==> config.mk <==
export PLATFORM = sky130hd
export DESIGN_NAME = img_downscale_engine
export DESIGN_NICKNAME = d
export VERILOG_FILES = /design/src/rtl/img_downscale_engine_pkg.sv /design/src/rtl/img_downscale_engine_block_scan_ctr.sv /design/src/rtl/img_downscale_engine.sv
export SDC_FILE = /design/constraint.sdc
export NUM_CORES = 1
export LEC_CHECK = 0
export BUFFER_PORTS_ARGS = -buffer_cell sky130_fd_sc_hd__buf_2
export CAP_MARGIN = 20
export CORE_AREA = 5 5 129 131
export CTS_CLUSTER_DIAMETER = 200
export DETAILED_ROUTE_END_ITERATION = 16
export DIE_AREA = 0 0 134 136
export PLACE_DENSITY = 0.64
export SLEW_MARGIN = 20
export SYNTH_ARGS = -nofsm -noshare
export SYNTH_HDL_FRONTEND = slang
export SYNTH_HIERARCHICAL = 1
export SYNTH_SLANG_ARGS = --single-unit
==> constraint.sdc <==
create_clock -name clk -period 10 [get_ports clk]
set_input_delay 2 -clock clk [delete_from_list [all_inputs] [get_ports clk]]
set_output_delay 2 -clock clk [all_outputs]
set_load 0.01 [all_outputs]
==> src/rtl/img_downscale_engine_pkg.sv <==
// ============================================================================
//  Module      : img_pkg
//  Description : Shared types and constants for the image downscale engine.
//  Revision    : 1.0 - initial release
// ============================================================================
`default_nettype none

package img_pkg;

    localparam int ADDR_W = 19;
    localparam int PIX_W  = 8;
    localparam int ACC_W  = 12;

    localparam logic [1:0] MODE_COPY = 2'b00;
    localparam logic [1:0] MODE_DEC  = 2'b01;
    localparam logic [1:0] MODE_MEAN = 2'b10;
    localparam logic [1:0] MODE_RSVD = 2'b11;

    typedef enum logic [2:0] {
        S_IDLE  = 3'd0,
        S_ADDR  = 3'd1,
        S_WAIT  = 3'd2,
        S_ACC   = 3'd3,
        S_WRITE = 3'd4,
        S_DONE  = 3'd5
    } state_t;

    // Scale factor 4 maps to shift 2; every other encoding behaves as factor 2.
    function automatic logic [1:0] fator_log2(input logic [2:0] fator);
        return (fator == 3'd4) ? 2'd2 : 2'd1;
    endfunction

endpackage

`default_nettype wire

==> src/rtl/img_downscale_engine_block_scan_ctr.sv <==
// ============================================================================
//  Module      : block_scan_ctr
//  Description : Nested ox/oy/i/j scan counters producing source and
//                destination pixel addresses.
//  Revision    : 1.0 - initial release
// ============================================================================
`default_nettype none

module block_scan_ctr
    import img_pkg::*;
#(
    parameter int SRC_W = 160,
    parameter int SRC_H = 120
) (
    input  logic              clk,
    input  logic              i_rst_n,
    input  logic [1:0]        i_f_log,
    input  logic              i_block_scan,
    input  logic              i_step_src,
    input  logic              i_step_dst,
    output logic [ADDR_W-1:0] o_src_addr,
    output logic [ADDR_W-1:0] o_dst_addr,
    output logic              o_last_sample,
    output logic              o_last_dst
);

    localparam int c_XW = $clog2(SRC_W + 1);
    localparam int c_YW = $clog2(SRC_H + 1);

    logic [c_XW-1:0]   r_ox;
    logic [c_YW-1:0]   r_oy;
    logic [1:0]        r_i;
    logic [1:0]        r_j;
    logic [ADDR_W-1:0] r_dst;

    logic [c_XW-1:0]   w_ow;
    logic [c_YW-1:0]   w_oh;
    logic [1:0]        w_span_m1;
    logic [ADDR_W-1:0] w_x;
    logic [ADDR_W-1:0] w_y;
    logic [ADDR_W-1:0] w_total;
    logic              w_last_i;
    logic              w_last_j;
    logic              w_last_ox;
    logic              w_last_oy;

    // Output dimensions truncate, so partial edge blocks are never visited.
    assign w_ow = c_XW'(SRC_W >> i_f_log);
    assign w_oh = c_YW'(SRC_H >> i_f_log);

    assign w_span_m1 = !i_block_scan    ? 2'd0 :
                       (i_f_log == 2'd2) ? 2'd3 :
                       (i_f_log == 2'd1) ? 2'd1 : 2'd0;

    assign w_last_i  = (r_i == w_span_m1);
    assign w_last_j  = (r_j == w_span_m1);
    assign w_last_ox = (r_ox == w_ow - 1'b1);
    assign w_last_oy = (r_oy == w_oh - 1'b1);

    assign w_x = (ADDR_W'(r_ox) << i_f_log) + ADDR_W'(r_i);
    assign w_y = (ADDR_W'(r_oy) << i_f_log) + ADDR_W'(r_j);

    assign w_total = ADDR_W'(w_ow) * ADDR_W'(w_oh);

    assign o_src_addr    = w_y * ADDR_W'(SRC_W) + w_x;
    assign o_dst_addr    = r_dst;
    assign o_last_sample = w_last_i & w_last_j;
    assign o_last_dst    = (r_dst == w_total - 1'b1);

    always_ff @(posedge clk or negedge i_rst_n) begin
        if (!i_rst_n) begin
            r_ox  <= '0;
            r_oy  <= '0;
            r_i   <= '0;
            r_j   <= '0;
            r_dst <= '0;
        end else begin
            if (i_step_src) begin
                if (!w_last_i) begin
                    r_i <= r_i + 2'd1;
                end else begin
                    r_i <= '0;
                    if (!w_last_j) begin
                        r_j <= r_j + 2'd1;
                    end else begin
                        r_j <= '0;
                        if (!w_last_ox) begin
                            r_ox <= r_ox + 1'b1;
                        end else begin
                            r_ox <= '0;
                            r_oy <= w_last_oy ? '0 : r_oy + 1'b1;
                        end
                    end
                end
            end
            // The destination freezes on the final pixel so DONE holds it.
            if (i_step_dst && !o_last_dst) begin
                r_dst <= r_dst + 1'b1;
            end
        end
    end

endmodule

`default_nettype wire

==> src/rtl/img_downscale_engine.sv <==
// ============================================================================
//  Module      : img_downscale_engine
//  Description : Single-pass ROM-to-RAM image copy / decimation / block mean.
//  Revision    : 1.0 - initial release
// ============================================================================
`default_nettype none

module img_downscale_engine
    import img_pkg::*;
#(
    parameter int SRC_W       = 160,
    parameter int SRC_H       = 120,
    parameter int ROM_LATENCY = 2
) (
    input  logic              clk,
    input  logic              reset,
    input  logic [1:0]        mode,
    input  logic [2:0]        fator,
    output logic [ADDR_W-1:0] rom_addr,
    input  logic [PIX_W-1:0]  rom_data,
    output logic [ADDR_W-1:0] ram_wraddr,
    output logic [PIX_W-1:0]  ram_data,
    output logic              ram_wren,
    output logic              done
);

    localparam int c_WAIT_W = (ROM_LATENCY > 2) ? $clog2(ROM_LATENCY) : 1;
    localparam logic [c_WAIT_W-1:0] c_WAIT_LAST =
        c_WAIT_W'((ROM_LATENCY >= 2) ? ROM_LATENCY - 2 : 0);

    state_t              r_state;
    state_t              w_next;
    logic [1:0]          r_flog;
    logic                r_mean;
    logic [c_WAIT_W-1:0] r_wait_cnt;
    logic [ACC_W-1:0]    r_acc;
    logic [PIX_W-1:0]    r_ram_data;
    logic [ADDR_W-1:0]   r_rom_addr;
    logic                r_last_sample;

    logic [ACC_W-1:0]    w_sum;
    logic [2:0]          w_shift;
    logic [PIX_W-1:0]    w_result;
    logic [ADDR_W-1:0]   w_src_addr;
    logic [ADDR_W-1:0]   w_dst_addr;
    logic                w_last_sample;
    logic                w_last_dst;
    logic                w_step_src;
    logic                w_step_dst;

    block_scan_ctr #(
        .SRC_W (SRC_W),
        .SRC_H (SRC_H)
    ) u_scan (
        .clk           (clk),
        .i_rst_n       (reset),
        .i_f_log       (r_flog),
        .i_block_scan  (r_mean),
        .i_step_src    (w_step_src),
        .i_step_dst    (w_step_dst),
        .o_src_addr    (w_src_addr),
        .o_dst_addr    (w_dst_addr),
        .o_last_sample (w_last_sample),
        .o_last_dst    (w_last_dst)
    );

    // Counters advance while the sample address is on the bus, so they
    // already point at the next sample when ADDR is re-entered.
    assign w_step_src = (r_state == S_ADDR);
    assign w_step_dst = (r_state == S_WRITE);

    assign w_sum    = r_acc + ACC_W'(rom_data);
    assign w_shift  = r_mean ? {r_flog, 1'b0} : 3'd0;
    assign w_result = PIX_W'(w_sum >> w_shift);

    assign rom_addr   = r_rom_addr;
    assign ram_wraddr = w_dst_addr;
    assign ram_data   = r_ram_data;

    always_comb begin
        w_next   = r_state;
        ram_wren = 1'b0;
        done     = 1'b0;
        unique case (r_state)
            S_IDLE:  w_next = (mode == MODE_RSVD) ? S_DONE : S_ADDR;
            S_ADDR:  w_next = (ROM_LATENCY > 1) ? S_WAIT : S_ACC;
            S_WAIT: begin
                if (r_wait_cnt == c_WAIT_LAST) begin
                    w_next = S_ACC;
                end
            end
            S_ACC:   w_next = r_last_sample ? S_WRITE : S_ADDR;
            S_WRITE: begin
                ram_wren = 1'b1;
                w_next   = w_last_dst ? S_DONE : S_ADDR;
            end
            S_DONE: begin
                done   = 1'b1;
                w_next = S_DONE;
            end
            default: w_next = S_IDLE;
        endcase
    end

    always_ff @(posedge clk or negedge reset) begin
        if (!reset) begin
            r_state       <= S_IDLE;
            r_flog        <= '0;
            r_mean        <= 1'b0;
            r_wait_cnt    <= '0;
            r_acc         <= '0;
            r_ram_data    <= '0;
            r_rom_addr    <= '0;
            r_last_sample <= 1'b0;
        end else begin
            r_state <= w_next;
            if (r_state == S_IDLE) begin
                r_flog <= (mode == MODE_COPY) ? 2'd0 : fator_log2(fator);
                r_mean <= (mode == MODE_MEAN);
            end
            r_wait_cnt <= (r_state == S_WAIT) ? r_wait_cnt + 1'b1 : '0;
            if (w_next == S_ADDR) begin
                r_rom_addr <= w_src_addr;
            end
            if (r_state == S_ADDR) begin
                r_last_sample <= w_last_sample;
            end
            if (r_state == S_ACC) begin
                r_acc <= w_sum;
                if (r_last_sample) begin
                    r_ram_data <= w_result;
                end
            end else if (r_state == S_WRITE) begin
                r_acc <= '0;
            end
        end
    end

endmodule

`default_nettype wire

==> impl_metrics.csv, run 1 <==
group,metric,value,unit
synthesis,synth-seq-area-share,29.1,%
setup_path,worstPathRequired,10.23,ns
die,rows,46,
cts,cts_resized,0,
setup_path,reg2reg_to,"rom_addr[5]$_DFFE_PN0N_",
sta,tightest_slew,0.804,ns
synthesis,synth_xor_xnor_area_share,9.42,%
synthesis,synth-compound-area-share,18.7,%
setup_path,crit_path_start_kind,"register",
routing,dr_total_vias,6133,
synthesis,synth_cell_types,90,
power,power_density,91.0,mW/mm^2
synthesis,yosysWarnings,6,
sta,tns,0,ns
synthesis,synth_most_common_cell,"dfrtp_1",
global_route,grt_max_degree,52,
synthesis,synthSimpleGateAreaFrac,20.8,%
layout,nets,931,
die,coreArea,0.0155,sq mm
synthesis,synth_area,0.00730,sq mm
power,p_leak,0.00366,uW
routing,wirelength,17500,um
cts,clkSinkCount,85,
hold_path,worst_hold_path.num_cells,1,
global_route,overflow,0,
outcome,status,"finished, final reports clean",
hold_path,worstHoldStart,"r_wait_cnt$_DFF_PN0_",
setup_path,reg2reg_slack,4.80,ns
synthesis,synth_edf_count,0,
power,finalPower,727,uW
global_route,grt_pass1_vias,5877,
layout,fillers,1484,
routing,route.detailed.drc,0,
placed_design,place_congestion,0.820,
sta,fmax,192,MHz
global_route,groute.usage.overall,20.0,%
cts,cts_tree,"built",
job,max-cap-violations,0,
synthesis,yosysTopAreaCell,"dfrtp_1",
hold_path,min-delay-path-class,"register to register",
routing,first_pass_iters,5,
setup_path,rr_worst_depth,21,
routing,antenna_left,0,
die,die-area,0.0182,sq mm
hold_path,hold_end,"r_wait_cnt$_DFF_PN0_",
sta,final_hold_viol_count,0,
placed_design,io_buffers,62,
synthesis,synthMuxAreaShare,6.54,%
placed_design,dp_hpwl,13000,um
layout,final_cells,1054,
sta,rsz0062_at_grt,"false",
synthesis,syn_avg_cell_area,8.83,sq um
layout,n_antenna_cell,0,
synthesis,synth_ff_type,"dfrtp_1",
layout,drive_gt1_share,15.9,%
synthesis,syn_inst,827,
die,start_util,47.2,%
synthesis,synth_area_leaders,"dfrtp_1 29%, ha_1 9.4%, xnor2_1 4.7%, xor2_1 4.4%, nand2_1 4.2%",
synthesis,synth-adder-area-share,10.5,%
setup_path,arrival,5.43,ns
cts,cts_buffer_depth,2,
sta,finalCriticalPeriod,5.20,ns
die,die_h,136,um
setup_path,path_class,"register to register",
cts,ctsHoldBuffers,0,
routing,dr.first_iter.drc_count,398,
global_route,grt_pass1_wl,29900,um
synthesis,synth_common_cells,"85 x dfrtp_1, 82 x nand2_1, 59 x nor2_1, 55 x ha_1, 46 x o21ai_0",
synthesis,synth_top_family_by_area,"simple AND/OR/NAND/NOR gates",
cts,clk_latency,0.35,ns
sta,skew,0.0119,ns
layout,fin_area,0.00798,sq mm
global_route,antenna_found_initial,0,
synthesis,ys_ff_latch,85,
setup_path,end_kind,"register",
setup_path,path_max_fanout,36,
setup_path,reg2reg_from,"r_flog[1]$_DFFE_PN0P_",
synthesis,synth_top_area_share,29.1,%
layout,syn_to_final_growth,9.29,%
sta,slew_headroom,46.0,%
sta,slew_violations,0,
power,ir_worst_vdd,76.7,uV
die,dieWidth,134,um
placed_design,post-place-cells,1037,
placed_design,postPlaceCellArea,0.00765,sq mm
routing,post_drt_wl_per_cell,16.6,um
cts,h-tree-depth,3,
sta,setup_violations,0,
cts,clkTransAtPathRegs,0.07,ns
cts,cts_buffers,9,
die,ios,63,
synthesis,postSynth.asyncResetShare,100,%
cts,cts-root-buf,"clkbuf_16",
routing,viasPerCell,5.82,
sta,finalCritPeriodShare,52.0,%
cts,post_cts_buffers,0,
logic make-up after synthesis:
logic type      count (synthesis)
compound gates                193
xor+xnor                       77
fa+ha+maj                      59
buf+inv                        77
flops                          85
mux                            41
other cells                     1
simple gates                  294
worst max-delay path by stage:
stage,start,end,slack [ns],depth (start not counted)
after floorplan,r_flog[0]$_DFFE_PN0P_,rom_addr[17]$_DFFE_PN0N_,4.88,22
after global placement,r_flog[1]$_DFFE_PN0P_,rom_addr[10]$_DFFE_PN0N_,4.73,20
after detailed placement,r_flog[1]$_DFFE_PN0P_,rom_addr[11]$_DFFE_PN0N_,4.65,20
after CTS,r_flog[1]$_DFFE_PN0P_,rom_addr[4]$_DFFE_PN0N_,4.63,20
after global routing,r_flog[1]$_DFFE_PN0P_,rom_addr[5]$_DFFE_PN0N_,4.49,21
final,r_flog[1]$_DFFE_PN0P_,rom_addr[5]$_DFFE_PN0N_,4.80,21
layer usage:
| metal | track usage, % | wire, um | vias to the layer above |
|---|---|---|---|
| met5 | 0 | 0 | - |
| met4 | 5.77 | 284 | 0 |
| met3 | 3.44 | 905 | 20 |
| met2 | 30.8 | 7750 | 161 |
| met1 | 29.0 | 8600 | 2902 |
| li1 | - | - | 3050 |
stage by stage:
step | hold WS, ns | util [%] | setup WS, ns
finish | 0.463 | 51.6 | 4.80
CTS | 0.460 | 51.4 | 4.63
floorplan | 0.411 | - | 4.88
global route | 0.486 | 51.6 | 4.49
detailed placement | 0.450 | 49.4 | 4.65
global placement | 0.443 | 49.4 | 4.73
cells in the final DEF (no fill, tap or decap), drive strengths merged, types with 10 or more instances in the layout:
| cell | Yosys | routed |
|---|---|---|
| a21o | 10 | 10 |
| a21oi | 34 | 34 |
| and2 | 10 | 10 |
| and3 | 15 | 15 |
| buf | 18 | 67 |
| clkbuf | 31 | 10 |
| dfrtp | 85 | 85 |
| ha | 55 | 55 |
| inv | 28 | 31 |
| mux2 | 24 | 24 |
| mux2i | 17 | 17 |
| nand2 | 84 | 84 |
| nand2b | 13 | 13 |
| nand3 | 26 | 26 |
| nor2 | 59 | 59 |
| nor3 | 30 | 30 |
| o21ai | 54 | 54 |
| xnor2 | 39 | 39 |
| xor2 | 37 | 37 |
worst max-delay path, stage by stage (launching register included):
cell	delay [ns]
dfrtp_1	0.36
buf_4	0.25
inv_1	0.38
ha_1	0.42
inv_1	0.08
a21oi_1	0.16
nor2_1	0.06
ha_1	0.28
a31o_2	0.24
ha_1	0.29
nor2_1	0.06
a31o_2	0.21
and3_1	0.16
mux2i_1	0.28
and2_1	0.20
nor3_1	0.05
o21ai_0	0.14
o31a_1	0.17
o21ai_2	0.08
nor3b_4	0.60
buf_6	0.26
mux2_2	0.35
layout make-up:
type | instances | area, sq um | area share, %
Multi-Input combinational cell | 666 | 4840 | 60.7
Sequential cell | 85 | 2130 | 26.6
Timing Repair Buffer | 67 | 354 | 4.44
Tap cell | 192 | 240 | 3.01
Clock buffer | 10 | 239 | 2.99
Inverter | 28 | 105 | 1.32
Clock inverter | 6 | 75.1 | 0.941
state kept, by name (all words and copies together), names as in the netlist:
name / cells
ram_data: 8
u_scan/r_i: 2
r_flog: 2
r_mean: 1
r_wait_cnt: 1
rom_addr: 19
r_state: 3
r_acc: 12
u_scan/r_j: 2
u_scan/r_ox: 8
r_last_sample: 1
u_scan/o_dst_addr: 19
u_scan/r_oy: 7
power breakdown:
part | switching, uW | leakage, uW | total, uW | internal [uW]
clock network | 155 | 0.000152 | 360 | 205
logic | 15.3 | 0.00241 | 22.3 | 7.00
registers | 0.307 | 0.00110 | 344 | 344
(Power assumes the default switching activity.)
==> inputs of run 2 (changes only) <==
Settings changed: ABC_AREA set to 1, CORE_AREA 5 5 129 131 to 5 5 131 133, DIE_AREA 0 0 134 136 to 0 0 136 138.
Clock period 10 ns to 5.13 ns, I/O delays scaled along.
==> run 2 against run 1 <==
Routed wire length is 0.87% higher. Area after synthesis is 3.3% higher. Via count is 12% higher. Count of clock-buffer cells in the layout unchanged. Largest cell class unchanged.
==> impl_metrics.csv, run 2 <==
group,metric,value,unit
outcome,status,"finished, final reports clean",
cts,clkTransAtPathRegs,0.07,ns
routing,dr_total_vias,6895,
routing,antenna_left,0,
global_route,grt_pass1_vias,6376,
global_route,grt_util_met3,3.08,%
layout,final_cells,1371,
layout,final_cell_mix,"348 x nand2_1, 129 x inv_1, 107 x nand3_1",
placed_design,dp_slack,0.789,ns
global_route,grt_use_met1,28.9,%
die,coreArea,0.0157,sq mm
global_route,grt_max_degree,44,
sta,slew_violations,0,
synthesis,synth-seq-area-share,28.2,%
power,switchingPower,325,uW
cts,clk_latency,0.35,ns
placed_design,post-place-cells,1355,
synthesis,synth_common_cells,"348 x nand2_1, 129 x inv_1, 107 x nand3_1, 85 x dfrtp_1, 68 x nor2_1",
cts,cts-root-buf,"clkbuf_16",
sta,slew_headroom,45.0,%
sta,tns,0,ns
routing,first_pass_iters,5,
setup_path,worstPathRequired,5.37,ns
synthesis,syn_avg_cell_area,6.86,sq um
die,dieWidth,136,um
setup_path,arrival,4.59,ns
sta,fmax,230,MHz
synthesis,synth_area,0.00755,sq mm
layout,n_antenna_cell,0,
power,clockPowerShare,47.3,%
hold_path,min-delay-path-class,"register to register",
sta,finalCritPeriodShare,84.8,%
synthesis,yosysTopAreaCell,"dfrtp_1",
die,die-area,0.0188,sq mm
synthesis,synth_area_leaders,"dfrtp_1 28%, nand2_1 17%, ha_1 9.1%, nand3_1 7.1%, inv_1 6.4%",
power,swShare,24.0,%
power,p_leak,0.00466,uW
synthesis,syn_inst,1100,
power,power_frac_seq,49.7,%
layout,nets,1224,
global_route,grt_pass1_wl,30400,um
setup_path,reg2reg_slack,0.78,ns
synthesis,synth_ff_type,"dfrtp_1",
cts,cts_tree,"built",
synthesis,synth_most_common_cell,"nand2_1",
setup_path,reg2reg_from,"r_flog[0]$_DFFE_PN0P_",
global_route,grt-busiest-layer,"met2",
global_route,antenna_found_initial,0,
routing,post_drt_wl_per_cell,12.9,um
die,die_h,138,um
cts,cts_buffer_depth,2,
synthesis,synth_cell_types,48,
cts,h-tree-depth,3,
layout,mostFrequentLayoutCell,"nand2_1",
placed_design,io_buffers,62,
routing,viasPerCell,5.03,
cts,clkSinkCount,85,
job,max-cap-violations,0,
power,finalPower,1350,uW
cts,cts_resized,0,
setup_path,path_max_fanout,27,
sta,setup_ws,0.782,ns
placed_design,dp_hpwl,13500,um
die,start_util,48.0,%
power,combinationalPowerShare,3.0,%
cts,ctsHoldBuffers,0,
setup_path,end_kind,"register",
sta,tightest_slew,0.824,ns
synthesis,synth_edf_count,0,
cts,cts_buffers,9,
cts,post_cts_buffers,0,
synthesis,ys_ff_latch,85,
die,rows,46,
sta,skew,0.00808,ns
layout,syn_to_final_growth,9.47,%
sta,setup_violations,0,
routing,route.detailed.drc,0,
routing,wirelength,17700,um
placed_design,place_congestion,0.901,
synthesis,synth_top_area_share,28.2,%
sta,rsz0062_at_grt,"false",
global_route,globalRouteMet2Util,29.2,%
power,ir_worst_vdd,176,uV
setup_path,path_class,"register to register",
layout,final_util,52.6,%
power,power.internal,1030,uW
routing,dr.first_iter.drc_count,364,
setup_path,critPathLaunch,"r_flog[0]$_DFFE_PN0P_",
sta,final_hold_viol_count,0,
setup_path,crit_path_start_kind,"register",
die,ios,63,
hold_path,worstHoldStart,"rom_addr[16]$_DFFE_PN0N_",
global_route,overflow,0,
synthesis,yosysWarnings,6,
power,power_density,164,mW/mm^2
synthesis,postSynth.asyncResetShare,100,%
global_route,groute.usage.overall,19.3,%
sta,finalCriticalPeriod,4.35,ns
layout,drive_gt1_share,11.8,%
==> run 2: cell types whose count changed after synthesis, moves of 10 or more <==
cell,previous run,this run
nand3_1,26,107
mux2_4,10,0
mux2_2,13,0
nand2b_1,13,0
clkbuf_1,28,5
and3_1,15,0
mux2i_1,17,0
xnor2_1,39,22
o21ai_2,2,13
nand2_1,82,348
inv_1,26,129
==> run 2: area by class of cell <==
cell class	count	area (sq um)
fillers	1647	7450
multi-input cells	849	4700
flip-flops and latches	85	2130
inverters	137	519
repair buffers	68	358
well taps	216	270
clock buffers	10	239
clock inverters	6	48.8
==> run 2: logic make-up after synthesis <==
family                   count (synthesis)  synth area share (%)
buffers and inverters                  167                  9.60
flip-flops                              85                  28.2
other                                    1                0.0497
AND/OR/NAND/NOR                        600                  34.6
XOR/XNOR                                62                  7.30
AO/OA/AOI/OAI                          126                  10.1
adder cells (fa/ha/maj)                 59                  10.2
==> run 2: stage by stage <==
stage | instance area, sq um | hold slack [ns]
final | 8260 | 0.482
after global placement | 7970 | 0.463
after global routing | 8260 | 0.508
after floorplan | 7550 | 0.469
after detailed placement | 7970 | 0.473
after CTS | 8260 | 0.488
==> run 2: power by group through the flow <==
stage                     clock network, uW  registers (uW)  logic, uW
after floorplan                           0             685       14.9
after global placement                    0             685       41.3
after detailed placement                  0             685       41.6
after CTS                               652             672       41.7
after global routing                    687             672       47.7
final                                   640             672       40.2
==> run 2: worst max-delay path, cell delays in order, from the launching register on <==
cell      delay (ns)
dfrtp_1         0.46
buf_4           0.30
o21ai_0         0.16
nor2_1          0.20
ha_1            0.26
a21oi_1         0.14
inv_1           0.06
nand2_2         0.09
xnor2_1         0.13
inv_1           0.08
ha_1            0.30
ha_1            0.23
fa_1            0.40
xor2_1          0.18
ha_1            0.34
nand2_1         0.10
nor3_1          0.19
nor2_1          0.05
nand2_1         0.11
nand2_1         0.11
o21bai_1        0.16
nand2_1         0.06
nand2_1         0.06
nand2_1         0.05
==> run 2: path summary, 6_finish.rpt <==
kind / endpoint / depth (start not counted)
max: rom_addr[17]$_DFFE_PN0N_ / 23
min: rom_addr[16]$_DFFE_PN0N_ / 2
max reg2reg: rom_addr[17]$_DFFE_PN0N_ / 23
min reg2reg: rom_addr[16]$_DFFE_PN0N_ / 2
max in group asynchronous: rom_addr[9]$_DFFE_PN0N_ / 2
min in group asynchronous: u_scan/o_dst_addr[3]$_DFFE_PN0P_ / 1
==> run 2: per-layer routing <==
metal  vias to the layer above  wire [um]  share of wire, %
met5                         -          0                 0
met4                         0        225               1.3
met3                        16        610               3.4
met2                       117       7620                43
met1                      3111       9240                52
li1                       3651          -                 -
